`config.mk`:
```
export PLATFORM = sky130hd
export DESIGN_NAME = mips_decode_stage
export DESIGN_NICKNAME = d
export VERILOG_FILES = /design/src/rtl/mips_decode_stage.sv
export SDC_FILE = /design/constraint.sdc
export NUM_CORES = 1
export LEC_CHECK = 0
export CAP_MARGIN = 10
export CORE_MARGIN = 2
export CORE_UTILIZATION = 49
export DETAILED_ROUTE_END_ITERATION = 16
export HOLD_SLACK_MARGIN = 0.06
export PLACE_DENSITY_LB_ADDON = 0.08
export SKIP_CTS_REPAIR_TIMING = 1
export SLEW_MARGIN = 5
export SYNTH_ARGS = -nofsm -noshare
export SYNTH_HDL_FRONTEND = slang
export SYNTH_SLANG_ARGS = --single-unit
```
`constraint.sdc`:
```
create_clock -name clk -period 11.4 [get_ports clk]
set_input_delay 2.85 -clock clk [delete_from_list [all_inputs] [get_ports clk]]
set_output_delay 2.85 -clock clk [all_outputs]
set_load 0.02 [all_outputs]
```
`src/rtl/mips_decode_stage.sv`:
```
// mips_decode_stage
//
// Registered MIPS instruction-decode stage. Each instruction from fetch is
// decoded combinationally into a one-hot operation vector, its register and
// shift fields, an extended immediate and the jump target. The decoded word
// and its PC are pushed into a small FIFO, so stalls on the fetch side and on
// the execute side are decoupled by valid/ready handshakes.
//
// Compile-time option:
//   MIPS_DECODE_EXT_EN  when defined, also decode NOR, XOR, SLL, SRL, BNE,
//                       ANDI, ORI and LUI (out_op bits 12-19). When undefined,
//                       those encodings are reported as illegal.
//
// Ports:
//   clk, rst            clock and synchronous active-high reset
//   flush               drop every buffered entry and the current input
//   in_valid/in_ready   fetch-side handshake
//   in_instr, in_pc     instruction word and its PC
//   out_valid/out_ready consumer-side handshake for the head entry
//   out_op              one-hot operation of the head entry (0 if illegal)
//   out_illegal         head entry is not a supported encoding
//   out_rs/rt/rd/shamt  instruction fields of the head entry
//   out_imm             extended immediate of the head entry
//   out_target          26-bit jump target field of the head entry
//   out_pc              PC of the head entry
//   illegal_count       saturating count of accepted illegal instructions
//
// FIFO state | meaning
// EMPTY      | no buffered entries, out_valid low
// PARTIAL    | at least one entry, room for more
// FULL       | DEPTH entries buffered, in_ready low

module mips_decode_stage #(
    parameter int PC_W   = 32,
    parameter int DATA_W = 32,
    parameter int DEPTH  = 2,
    parameter int CNT_W  = 16
) (
    input  logic              clk,
    input  logic              rst,
    input  logic              flush,
    input  logic              in_valid,
    output logic              in_ready,
    input  logic [31:0]       in_instr,
    input  logic [PC_W-1:0]   in_pc,
    output logic              out_valid,
    input  logic              out_ready,
    output logic [19:0]       out_op,
    output logic              out_illegal,
    output logic [4:0]        out_rs,
    output logic [4:0]        out_rt,
    output logic [4:0]        out_rd,
    output logic [4:0]        out_shamt,
    output logic [DATA_W-1:0] out_imm,
    output logic [25:0]       out_target,
    output logic [PC_W-1:0]   out_pc,
    output logic [CNT_W-1:0]  illegal_count
);

    localparam int PTR_W   = $clog2(DEPTH);
    localparam int OCC_W   = PTR_W + 1;
    localparam int ENTRY_W = 20 + 1 + 20 + DATA_W + 26 + PC_W;

    typedef enum logic [1:0] {
        EMPTY   = 2'd0,
        PARTIAL = 2'd1,
        FULL    = 2'd2
    } fifo_state_t;

    // ------------------------------------------------------------------
    // Combinational decode of the incoming instruction
    // ------------------------------------------------------------------
    logic [5:0]        opcode;
    logic [5:0]        funct;
    logic [19:0]       dec_op;
    logic              dec_illegal;
    logic [DATA_W-1:0] dec_imm;
    logic [DATA_W-1:0] imm_sext;

    assign opcode   = in_instr[31:26];
    assign funct    = in_instr[5:0];
    assign imm_sext = DATA_W'($signed(in_instr[15:0]));

    always_comb begin
        dec_op  = '0;
        dec_imm = '0;
        case (opcode)
            6'h00: begin
                case (funct)
                    6'h20: dec_op[0] = 1'b1;
                    6'h22: dec_op[1] = 1'b1;
                    6'h24: dec_op[2] = 1'b1;
                    6'h25: dec_op[3] = 1'b1;
                    6'h2A: dec_op[4] = 1'b1;
                    6'h18: dec_op[5] = 1'b1;
`ifdef MIPS_DECODE_EXT_EN
                    6'h27: dec_op[12] = 1'b1;
                    6'h26: dec_op[13] = 1'b1;
                    6'h00: dec_op[14] = 1'b1;
                    6'h02: dec_op[15] = 1'b1;
`endif
                    default: ;
                endcase
            end
            6'h08: begin dec_op[6]  = 1'b1; dec_imm = imm_sext; end
            6'h09: begin dec_op[7]  = 1'b1; dec_imm = imm_sext; end
            6'h23: begin dec_op[8]  = 1'b1; dec_imm = imm_sext; end
            6'h2B: begin dec_op[9]  = 1'b1; dec_imm = imm_sext; end
            6'h04: begin dec_op[10] = 1'b1; dec_imm = imm_sext; end
            6'h02: dec_op[11] = 1'b1;
`ifdef MIPS_DECODE_EXT_EN
            6'h05: begin dec_op[16] = 1'b1; dec_imm = imm_sext; end
            6'h0C: begin dec_op[17] = 1'b1; dec_imm = DATA_W'(in_instr[15:0]); end
            6'h0D: begin dec_op[18] = 1'b1; dec_imm = DATA_W'(in_instr[15:0]); end
            6'h0F: begin dec_op[19] = 1'b1; dec_imm = DATA_W'({in_instr[15:0], 16'h0000}); end
`endif
            default: ;
        endcase
    end

    assign dec_illegal = ~|dec_op;

    // ------------------------------------------------------------------
    // Decoded-entry FIFO
    // ------------------------------------------------------------------
    logic [ENTRY_W-1:0] mem [DEPTH];
    logic [ENTRY_W-1:0] wr_entry;
    logic [ENTRY_W-1:0] head;
    logic [PTR_W-1:0]   wr_ptr;
    logic [PTR_W-1:0]   rd_ptr;
    logic [OCC_W-1:0]   occ;
    logic [OCC_W-1:0]   occ_next;
    fifo_state_t        state;
    logic               push;
    logic               pop;

    assign wr_entry = {dec_op, dec_illegal, in_instr[25:21], in_instr[20:16],
                       in_instr[15:11], in_instr[10:6], dec_imm,
                       in_instr[25:0], in_pc};

    // in_ready comes only from registered state (and rst), never from out_ready.
    assign in_ready  = !rst && (state != FULL);
    assign out_valid = (state != EMPTY);
    assign push      = in_valid && in_ready;
    assign pop       = out_valid && out_ready;

    always_comb begin
        occ_next = occ;
        case ({push, pop})
            2'b10:   occ_next = occ + 1'b1;
            2'b01:   occ_next = occ - 1'b1;
            default: occ_next = occ;
        endcase
    end

    always_ff @(posedge clk) begin
        if (rst) begin
            wr_ptr        <= '0;
            rd_ptr        <= '0;
            occ           <= '0;
            state         <= EMPTY;
            illegal_count <= '0;
        end else begin
            // Counted even when the same-cycle flush drops the entry.
            if (push && dec_illegal && (illegal_count != {CNT_W{1'b1}}))
                illegal_count <= illegal_count + 1'b1;

            if (flush) begin
                wr_ptr <= '0;
                rd_ptr <= '0;
                occ    <= '0;
                state  <= EMPTY;
            end else begin
                if (push)
                    wr_ptr <= wr_ptr + 1'b1;
                if (pop)
                    rd_ptr <= rd_ptr + 1'b1;
                occ <= occ_next;
                if (occ_next == '0)
                    state <= EMPTY;
                else if (occ_next == OCC_W'(DEPTH))
                    state <= FULL;
                else
                    state <= PARTIAL;
            end
        end
    end

    // Storage needs no reset: outputs are gated by out_valid.
    always_ff @(posedge clk) begin
        if (!rst && !flush && push)
            mem[wr_ptr] <= wr_entry;
    end

    assign head = out_valid ? mem[rd_ptr] : '0;
    assign {out_op, out_illegal, out_rs, out_rt, out_rd, out_shamt,
            out_imm, out_target, out_pc} = head;

endmodule

```
==> flow_metrics.tcl, run 1 <==
set metrics [dict create \
    outcome "complete, no violations" \
    drt_first_pass_iters 4 \
    postSynth.asyncResetShare 0 \
    timing.final.max_slew_violations 0 \
    grt_util_met1 0.229 \
    most-common-layout-cells "sky130_fd_sc_hd__clkdlybuf4s50_1 (209), sky130_fd_sc_hd__edfxtp_1 (174), sky130_fd_sc_hd__nor2_1 (109)" \
    grt_antenna_before_repair 0 \
    worst_setup_path_end_kind "primary output" \
    cellLeakagePower_nw 3.48 \
    cp.required_ps 8550 \
    synth_simple_gate_area_share 0.122 \
    synth_compound_gate_area_share 0.0150 \
    synth-edff-count 174 \
    synth_seq_area_share 0.680 \
    cts_buffer_depth 2 \
    finalWirelength_um 16300 \
    placementRows 47 \
    fin_worst_skew_ps 8.69 \
    groute.layer.met3.usage 0.0454 \
    worst-path-max-fanout 30 \
    min_path_type "register to register" \
    path_clk_slew_ps 70 \
    r2r_setup_slack_ps 8730 \
    grt_pass1_wl_um 25400 \
    avgViaCountPerCell 5.11 \
    die_area_mm2 0.0181 \
    dr.first_iter.drc_count 291 \
    finalWorstPathRequiredPeriod_ps 7600 \
    synth-seq-cells 197 \
    worstSetupPathType "primary input to primary output" \
    timing.final.crit_share 0.666 \
    design.core.area_mm2 0.0166 \
    setup-violations-final 0 \
    grt_pass1_vias 5085 \
    grt_use_met2 0.302 \
    antenna_fix_cells 0 \
    rsz_0062_raised_after_global_routing "no" \
    pin_count_of_the_biggest_net_entering_global_routing 88 \
    tightest_slew_ps 985 \
    critical_path_arrival_ps 4750 \
    setup.worst_path.start_class "primary input" \
    synth_fa_ha_area_frac 0.00299 \
    cellPowerDensity_mw_per_mm2 139 \
    timing_limited_maximum_frequency_ghz 0.132 \
    drc 0 \
    cpMaxStageDelayCell "sky130_fd_sc_hd__clkdlybuf4s50_1" \
    dp_hpwl_um 10500 \
    numClockSinks 197 \
    synth.distinct_cells 47 \
    layout.filler_cells 1183 \
    yosysTopAreaCell "sky130_fd_sc_hd__edfxtp_1" \
    dominant_combinational_cell_family_by_area_after_synthesis "simple AND/OR/NAND/NOR gates" \
    setup_tns_ps 0 \
    worst-path-buf-inv 2 \
    synthCells 607 \
    synth_mux_area_frac 0.115 \
    synthesis.area_mm2 0.00836 \
    cts_htree_levels 4 \
    cts_buffers 17 \
    top_level_ports 218 \
    synth_top_area_frac 0.625 \
    layout.cell_area.non_filler_mm2 0.0110 \
    drive_above_1_share 0.0634 \
    cp-endpoint "in_ready" \
    yosys_most_used_dff "sky130_fd_sc_hd__edfxtp_1" \
    port_buffers 209 \
    finalNetCount 848 \
    wire_per_inst_um 16.1 \
    hold_path_cell_cnt 1 \
    slew_headroom 0.343 \
    max_cap_viol_count 0 \
    tritoncts "done" \
    initial_utilization 0.502 \
    die_h_um 135 \
    route.vias.total 5154 \
    final-hold-violation-count 0 \
    grt_remaining_overflow 0 \
    synthToLayoutAreaGrowth_pct 31.4 \
    reg_to_reg_start "state[1]" \
    synth_xor_xnor_area_share 0.00838 \
    worst_r2r_endpoint "state[1]" \
    drt.antenna.violating_nets 0 \
    clock_insertion_delay_at_the_later_pin_of_the_skew_report_ps 420 \
    path_depth 3 \
    ys.warnings.count 0 \
    critical-path-top-delay-family "buffers and inverters" \
    postSynthAreaPerCell_um2 13.8 \
    worstRegToRegCells 9 \
    postPlaceCellArea_mm2 0.0104 \
    critical-path-top-cell-by-count "sky130_fd_sc_hd__clkdlybuf4s50_1" \
    timing.critical_path.cells "clkdlybuf4s50_1 -> a21oi_1 -> clkdlybuf4s50_1" \
    synth_top_cells_by_area "sky130_fd_sc_hd__edfxtp_1 (63%), sky130_fd_sc_hd__mux2i_1 (11%), sky130_fd_sc_hd__dfxtp_1 (5.5%)" \
    gr_util_all_layers 0.181 \
    ir_drop_uv 90.9 \
    place.gp.congestion 0.785 \
    layout_commonest_cell "sky130_fd_sc_hd__clkdlybuf4s50_1" \
    ctsRootBufferMaster "sky130_fd_sc_hd__clkbuf_16" \
    top_usage_layer "met2" \
    start_point_of_the_critical_path "rst" \
    die_x_um 135 \
    max_stage_delay_on_crit_path_ps 890 \
]
## flip-flops by register name, indices dropped and copies added (netlist names), named ones only
| name | cells |
|---|---|
| occ | 2 |
| wr_ptr | 1 |
| rd_ptr | 1 |
| mem | 174 |
| state | 2 |
| illegal_count | 16 |
## per-layer routing
layer  part of all wire  wire (µm)
met5                  0          0
met1               0.43       6980
met2               0.50       8080
met4              0.016        257
met3              0.060        969
## worst reg2reg max path: stages, from the launching register on
cell,delay (ps)
sky130_fd_sc_hd__dfxtp_1,360
sky130_fd_sc_hd__nor2_4,160
sky130_fd_sc_hd__buf_4,750
sky130_fd_sc_hd__inv_1,170
sky130_fd_sc_hd__and2_1,240
sky130_fd_sc_hd__ha_1,320
sky130_fd_sc_hd__nor2_1,150
sky130_fd_sc_hd__xnor2_1,140
sky130_fd_sc_hd__nor3_1,70
sky130_fd_sc_hd__and2_1,200
## area by class of cell
class                   instances  area [µm²]  area share
clock buffers                  18         429      0.0391
clock inverters                13         179      0.0163
inverters                       7        26.3     0.00239
multi-input cells             339        2250       0.205
flip-flops and latches        197        5690       0.518
well taps                     220         275      0.0251
repair buffers                215        2140       0.195
## synth_stat cells, types with 2 or more instances
cell type                  count
sky130_fd_sc_hd__and2_1       18
sky130_fd_sc_hd__nor2b_1       3
sky130_fd_sc_hd__nor4bb_1      2
sky130_fd_sc_hd__or3_1         4
sky130_fd_sc_hd__nand2_1      12
sky130_fd_sc_hd__nor3_1       15
sky130_fd_sc_hd__nor2_1      110
sky130_fd_sc_hd__mux2i_1      92
sky130_fd_sc_hd__a21oi_1       5
sky130_fd_sc_hd__and3_1        4
sky130_fd_sc_hd__xnor2_1       7
sky130_fd_sc_hd__edfxtp_1    174
sky130_fd_sc_hd__nand3_1       7
sky130_fd_sc_hd__dfxtp_1      23
sky130_fd_sc_hd__nand4_1       5
sky130_fd_sc_hd__buf_2         2
sky130_fd_sc_hd__buf_1         5
sky130_fd_sc_hd__clkbuf_1     19
sky130_fd_sc_hd__buf_4        44
sky130_fd_sc_hd__nor3b_1       2
sky130_fd_sc_hd__o21ai_0       6
sky130_fd_sc_hd__ha_1          2
sky130_fd_sc_hd__nand2b_1      9
sky130_fd_sc_hd__nor4_1        6
sky130_fd_sc_hd__inv_1         7
sky130_fd_sc_hd__nor3_2        2
sky130_fd_sc_hd__mux2_2        2
## where the power goes
group | internal (W) | switching, W
combinational | 0.0000545 | 0.0000614
sequential | 0.000794 | 0.00000417
clock | 0.000366 | 0.000246
total | 0.00121 | 0.000311
## worst min path at each step
stage,from,to,slack (ps)
floorplan,occ[1],occ[1],500
global placement,illegal_count[6],illegal_count[6],460
detailed placement,illegal_count[6],illegal_count[6],480
CTS,illegal_count[6],illegal_count[6],490
global route,illegal_count[6],illegal_count[6],530
finish,illegal_count[6],illegal_count[6],490
## metrics by stage
| stage | setup WS (ps) | cells | power [W] | hold WS [ps] | util |
|---|---|---|---|---|---|
| floorplan | 1000 | 614 | 0.000876 | 500 | - |
| global placement | 3890 | 978 | 0.000929 | 461 | 0.623 |
| detailed placement | 3810 | 978 | 0.000931 | 476 | 0.623 |
| CTS | 3800 | 1009 | 0.00154 | 492 | 0.660 |
| global route | 3660 | 1009 | 0.00158 | 528 | 0.660 |
| finish | 3800 | 1009 | 0.00153 | 492 | 0.660 |
## cells by family (layout without fill, tap and decap cells)
| family | after synthesis | count (layout) |
|---|---|---|
| other | 1 | 8 |
| adder cells (fa/ha/maj) | 2 | 2 |
| AND/OR/NAND/NOR | 209 | 209 |
| flip-flops | 197 | 197 |
| buffers and inverters | 78 | 253 |
| multiplexers | 95 | 95 |
| AO/OA/AOI/OAI | 17 | 17 |
| XOR/XNOR | 8 | 8 |
Power figures use the tool's default switching activity.
==> run 2, diff against run 1 <==
- clock period: 11.4 -> 7.45 ns (I/O delays scaled with it)
==> run 2 against run 1 <==
  * Final cell count unchanged
  * Count of clock-buffer cells in the layout up 1
  * Critical path type unchanged
  * Register-to-register slack worse by 4000 ps
  * Routed wire length up 0.67%
  * Non-clock buffer count down 1
  * Flip-flop and latch count unchanged
  * Sequential power up 53%
==> flow_metrics.tcl, run 2 (synthesis results as in run 1) <==
set metrics [dict create \
    post-place-cells 977 \
    drt.antenna.violating_nets 0 \
    path_clk_slew_ps 70 \
    avgViaCountPerCell 5.08 \
    final_util 0.662 \
    pin_count_of_the_biggest_net_entering_global_routing 74 \
    top_level_ports 218 \
    slew_headroom 0.330 \
    min_path_type "register to register" \
    most-common-layout-cells "sky130_fd_sc_hd__clkdlybuf4s50_1 (209), sky130_fd_sc_hd__edfxtp_1 (174), sky130_fd_sc_hd__nor2_1 (109)" \
    cts_buffer_depth 2 \
    grt_pass1_vias 5044 \
    grt_pass1_wl_um 25500 \
    finalWirelength_um 16400 \
    cts_htree_levels 4 \
    port_buffers 209 \
    drive_above_1_share 0.0646 \
    cts_buffers 17 \
    start_point_of_the_critical_path "rst" \
    r2r_setup_slack_ps 4700 \
    grt_antenna_before_repair 0 \
    max_flop_register "mem" \
    timing_limited_maximum_frequency_ghz 0.179 \
    place.gp.congestion 0.758 \
    die_x_um 135 \
    cp-endpoint "in_ready" \
    placementRows 47 \
    cp.required_ps 5590 \
    grt_remaining_overflow 0 \
    worstSetupPathType "primary input to primary output" \
    numClockSinks 197 \
    largest_register_ffs 174 \
    design.core.area_mm2 0.0166 \
    ir_drop_uv 158 \
    initial_utilization 0.502 \
    setup.worst_path.start_class "primary input" \
    tritoncts "done" \
    worstRegToRegCells 5 \
    layout.filler_cells 1201 \
    route.vias.total 5129 \
    ctsRootBufferMaster "sky130_fd_sc_hd__clkbuf_16" \
    final-hold-violation-count 0 \
    setup_tns_ps 0 \
    cellPowerDensity_mw_per_mm2 212 \
    largest_registers "mem x174, illegal_count x16" \
    antenna_fix_cells 0 \
    die_h_um 135 \
    rsz_0062_raised_after_global_routing "no" \
    finalNetCount 847 \
    cellLeakagePower_nw 3.49 \
    finalNonFillerCells 1009 \
    worst-path-max-fanout 30 \
    die_area_mm2 0.0181 \
    timing.final.max_slew_violations 0 \
    max_cap_viol_count 0 \
    fin_worst_skew_ps 9.20 \
    post-route-worst-setup-slack_ps 1860 \
    critical_path_arrival_ps 3720 \
    outcome "complete, no violations" \
    tightest_slew_ps 1000 \
    setup-violations-final 0 \
    dr.first_iter.drc_count 400 \
    drc 0 \
    finalWorstPathRequiredPeriod_ps 5590 \
    worst_r2r_endpoint "mem[1][72]" \
    place_ws_ps 1840 \
    layout_commonest_cell "sky130_fd_sc_hd__clkdlybuf4s50_1" \
    gr_util_all_layers 0.182 \
    wire_per_inst_um 16.2 \
    worst_setup_path_end_kind "primary output" \
    clock_insertion_delay_at_the_later_pin_of_the_skew_report_ps 420 \
    timing.final.crit_share 0.750 \
    reg_to_reg_start "state[0]" \
    dp_hpwl_um 10700 \
    drt_first_pass_iters 7 \
    synthToLayoutAreaGrowth_pct 31.9 \
]
-- run 2: changes by cell type in the layout (fill, tap and decap cells not counted), moves of 2 or more --
cell and change:
sky130_fd_sc_hd__buf_12 +2, sky130_fd_sc_hd__clkinv_4 +2, sky130_fd_sc_hd__inv_6 -2, sky130_fd_sc_hd__clkinv_1 -2, sky130_fd_sc_hd__clkinv_2 +2, sky130_fd_sc_hd__buf_4 -3
-- run 2: stage by stage --
step	power, W	instance area [µm²]	hold WS, ps
after floorplan	0.00134	8390	500
after global placement	0.00142	10400	461
after detailed placement	0.00143	10400	485
after CTS	0.00237	11000	503
after global routing	0.00242	11000	530
final	0.00234	11000	500
-- run 2: how the worst min path moves through the flow --
stage	endpoint	startpoint	slack (ps)	cells past startpoint
after floorplan	occ[1]	occ[1]	500	2
after global placement	illegal_count[6]	illegal_count[6]	460	1
after detailed placement	illegal_count[6]	illegal_count[6]	490	1
after CTS	illegal_count[6]	illegal_count[6]	500	1
after global routing	illegal_count[6]	illegal_count[6]	530	1
final	illegal_count[6]	illegal_count[6]	500	1
-- run 2: layer usage --
layer | share of wire | track usage
met5 | 0 | 0
met4 | 0.018 | 0.0702
met3 | 0.064 | 0.0492
met2 | 0.49 | 0.298
met1 | 0.42 | 0.231
-- run 2: where the power goes --
group	total (W)	leakage, nW	switching (W)	internal [W]
logic	0.000179	1.43	0.0000949	0.0000843
registers	0.00122	1.76	0.00000659	0.00122
clock network	0.000940	0.299	0.000378	0.000562
total	0.00234	3.49	0.000479	0.00186
-- run 2: area by class of cell --
type / count / area [µm²] / share of cell area
Clock buffer: 19 / 433 / 0.0393
Clock inverter: 13 / 181 / 0.0165
Inverter: 7 / 26.3 / 0.00238
Multi-Input combinational cell: 339 / 2260 / 0.205
Sequential cell: 197 / 5690 / 0.516
Tap cell: 220 / 275 / 0.0250
Timing Repair Buffer: 214 / 2150 / 0.196
-- run 2: critical path, stage by stage --
cell and delay (ps):
sky130_fd_sc_hd__clkdlybuf4s50_1 870, sky130_fd_sc_hd__a21oi_1 330, sky130_fd_sc_hd__clkdlybuf4s50_1 660
==> run 3, diff against run 2 <==
- CORE_UTILIZATION: 49 -> 44
- clock period: 7.45 -> 5 ns (I/O delays scaled with it)
==> run 3 against run 2 <==
  * Die area up 11%
  * Sequential share of layout area up 0.11 points
  * Highest routed layer unchanged
  * Non-clock buffer count up 3
  * Clock power up 33%
  * Flip-flop and latch count unchanged
  * Global-route usage down 1.0 points
  * Core utilization down 7.2 points
  * Power up 43%
  * First-iteration DRC count down 37%
  * Register-to-register slack worse by 2200 ps
==> flow_metrics.tcl, run 3 (synthesis results as in run 1) <==
set metrics [dict create \
    most-common-layout-cells "sky130_fd_sc_hd__clkdlybuf4s50_1 (209), sky130_fd_sc_hd__edfxtp_1 (174), sky130_fd_sc_hd__nor2_1 (109)" \
    grt_antenna_before_repair 0 \
    die_x_um 142 \
    critical-path-top-delay-family "buffers and inverters" \
    cp.required_ps 3750 \
    worst_r2r_endpoint "illegal_count[14]" \
    timing_limited_maximum_frequency_ghz 0.244 \
    power.share.sequential 0.545 \
    avgViaCountPerCell 4.99 \
    synthToLayoutAreaGrowth_pct 31.6 \
    share_clk_of_total_power 0.374 \
    finalWorstPathRequiredPeriod_ps 4090 \
    clock_insertion_delay_at_the_later_pin_of_the_skew_report_ps 420 \
    drc 0 \
    dp_hpwl_um 11300 \
    netSwitchingFraction 0.216 \
    port_buffers 209 \
    placementRows 50 \
    setup-violations-final 0 \
    worstSetupPathType "register to primary output" \
    critical_path_arrival_ps 2840 \
    ctsRootBufferMaster "sky130_fd_sc_hd__clkbuf_16" \
    finalWirelength_um 17100 \
    initial_utilization 0.448 \
    cpMaxStageDelayCell "sky130_fd_sc_hd__clkdlybuf4s50_1" \
    fin_worst_skew_ps 7.91 \
    route.vias.total 5120 \
    antenna_fix_cells 0 \
    gr_util_all_layers 0.172 \
    switching_pwr_w 0.000720 \
    reg_to_reg_start "state[0]" \
    min_path_type "register to register" \
    timing.final.crit_share 0.818 \
    largest_register_ffs 174 \
    timing.final.max_slew_violations 0 \
    hold_path_cell_cnt 1 \
    cellLeakagePower_nw 3.48 \
    dr.first_iter.drc_count 254 \
    grt_remaining_overflow 0 \
    drive_above_1_share 0.0669 \
    max_cap_viol_count 0 \
    hold-path-endpoint "illegal_count[6]" \
    hold_path_startpoint "illegal_count[6]" \
    drt.antenna.violating_nets 0 \
    drt_first_pass_iters 4 \
    outcome "complete, no violations" \
    layout_commonest_cell "sky130_fd_sc_hd__clkdlybuf4s50_1" \
    worst-path-buf-inv 1 \
    cellPowerDensity_mw_per_mm2 304 \
    cts_buffer_depth 2 \
    setup_tns_ps 0 \
    numClockSinks 197 \
    top_level_ports 218 \
    largest_registers "mem x174, illegal_count x16" \
    worst-path-max-fanout 33 \
    finalNetCount 850 \
    pin_count_of_the_biggest_net_entering_global_routing 56 \
    slew_headroom 0.270 \
    grt_pass1_vias 5235 \
    wire_per_inst_um 16.6 \
    rsz_0062_raised_after_global_routing "no" \
    final_util 0.590 \
    cts_htree_levels 4 \
    die_h_um 142 \
    ir_drop_uv 235 \
    max_stage_delay_on_crit_path_ps 770 \
    timing.critical_path.cells "mux2i_1 -> nor2_1 -> clkdlybuf4s50_1" \
    worst_setup_path_end_kind "primary output" \
    design.core.area_mm2 0.0186 \
    worstRegToRegCells 6 \
    combinational_group_share_of_total_power 0.081 \
    grt_pass1_wl_um 26500 \
    final-hold-violation-count 0 \
    cts_buffers 17 \
    r2r_setup_slack_ps 2550 \
    place.gp.congestion 0.796 \
    max_flop_register "mem" \
    setup.worst_path.start_class "register" \
    power_report.internal_total_w 0.00262 \
    path_clk_slew_ps 70 \
    tritoncts "done" \
    die_area_mm2 0.0201 \
    tightest_slew_ps 1090 \
]
run 3: changes by cell type in the layout (fill, tap and decap cells not counted), moves of 2 or more:
cell / delta
sky130_fd_sc_hd__clkinv_1: +2
sky130_fd_sc_hd__bufinv_16: -3
sky130_fd_sc_hd__inv_6: +2
sky130_fd_sc_hd__buf_4: +2
run 3: area by class of cell:
| cell class | instances | area [µm²] |
|---|---|---|
| clock buffer | 18 | 429 |
| clock inverter | 14 | 110 |
| fill | 1499 | 7650 |
| inverter | 7 | 26.3 |
| multi-input combinational | 339 | 2260 |
| sequential | 197 | 5690 |
| tap | 234 | 293 |
| timing repair buffer | 217 | 2190 |
run 3: through the flow:
step	total power, W	std cells	instance area (µm²)	setup slack (ps)	hold slack (ps)
CTS	0.00337	1026	11000	845	488
finish	0.00334	1026	11000	910	484
floorplan	0.00200	614	8410	468	500
detailed placement	0.00213	994	10500	1070	469
global route	0.00346	1026	11000	726	500
global placement	0.00212	994	10500	1120	464
run 3: routing by layer:
metal,up-vias,global-route usage,part of all wire
met5,-,0,0
met4,0,0.0653,0.017
met3,16,0.0425,0.057
met2,161,0.294,0.49
met1,2455,0.210,0.43
li1,2488,-,-
run 3: power by group through the flow:
| stage | clock, W | sequential [W] | combinational [W] |
|---|---|---|---|
| floorplan | 0 | 0.00186 | 0.000139 |
| global route | 0.00134 | 0.00182 | 0.000291 |
| finish | 0.00125 | 0.00182 | 0.000270 |
| CTS | 0.00128 | 0.00182 | 0.000274 |
| global placement | 0 | 0.00186 | 0.000268 |
| detailed placement | 0 | 0.00186 | 0.000272 |
run 3: worst max path at each step:
| stage | end | start | cells after the start | slack [ps] |
|---|---|---|---|---|
| floorplan | mem[1][0] | rst | 3 | 470 |
| global placement | in_ready | rst | 4 | 1120 |
| detailed placement | illegal_count[14] | rst | 7 | 1070 |
| CTS | out_imm[20] | register | 3 | 840 |
| global route | out_imm[20] | register | 3 | 730 |
| finish | out_imm[24] | register | 3 | 910 |
run 3: worst reg2reg max path, stage by stage (launching register included):
cell and delay [ps]:
sky130_fd_sc_hd__dfxtp_1 380, sky130_fd_sc_hd__inv_1 80, sky130_fd_sc_hd__a211oi_1 580, sky130_fd_sc_hd__o221ai_2 350, sky130_fd_sc_hd__or3_4 440, sky130_fd_sc_hd__nor3_2 200, sky130_fd_sc_hd__mux2_4 310
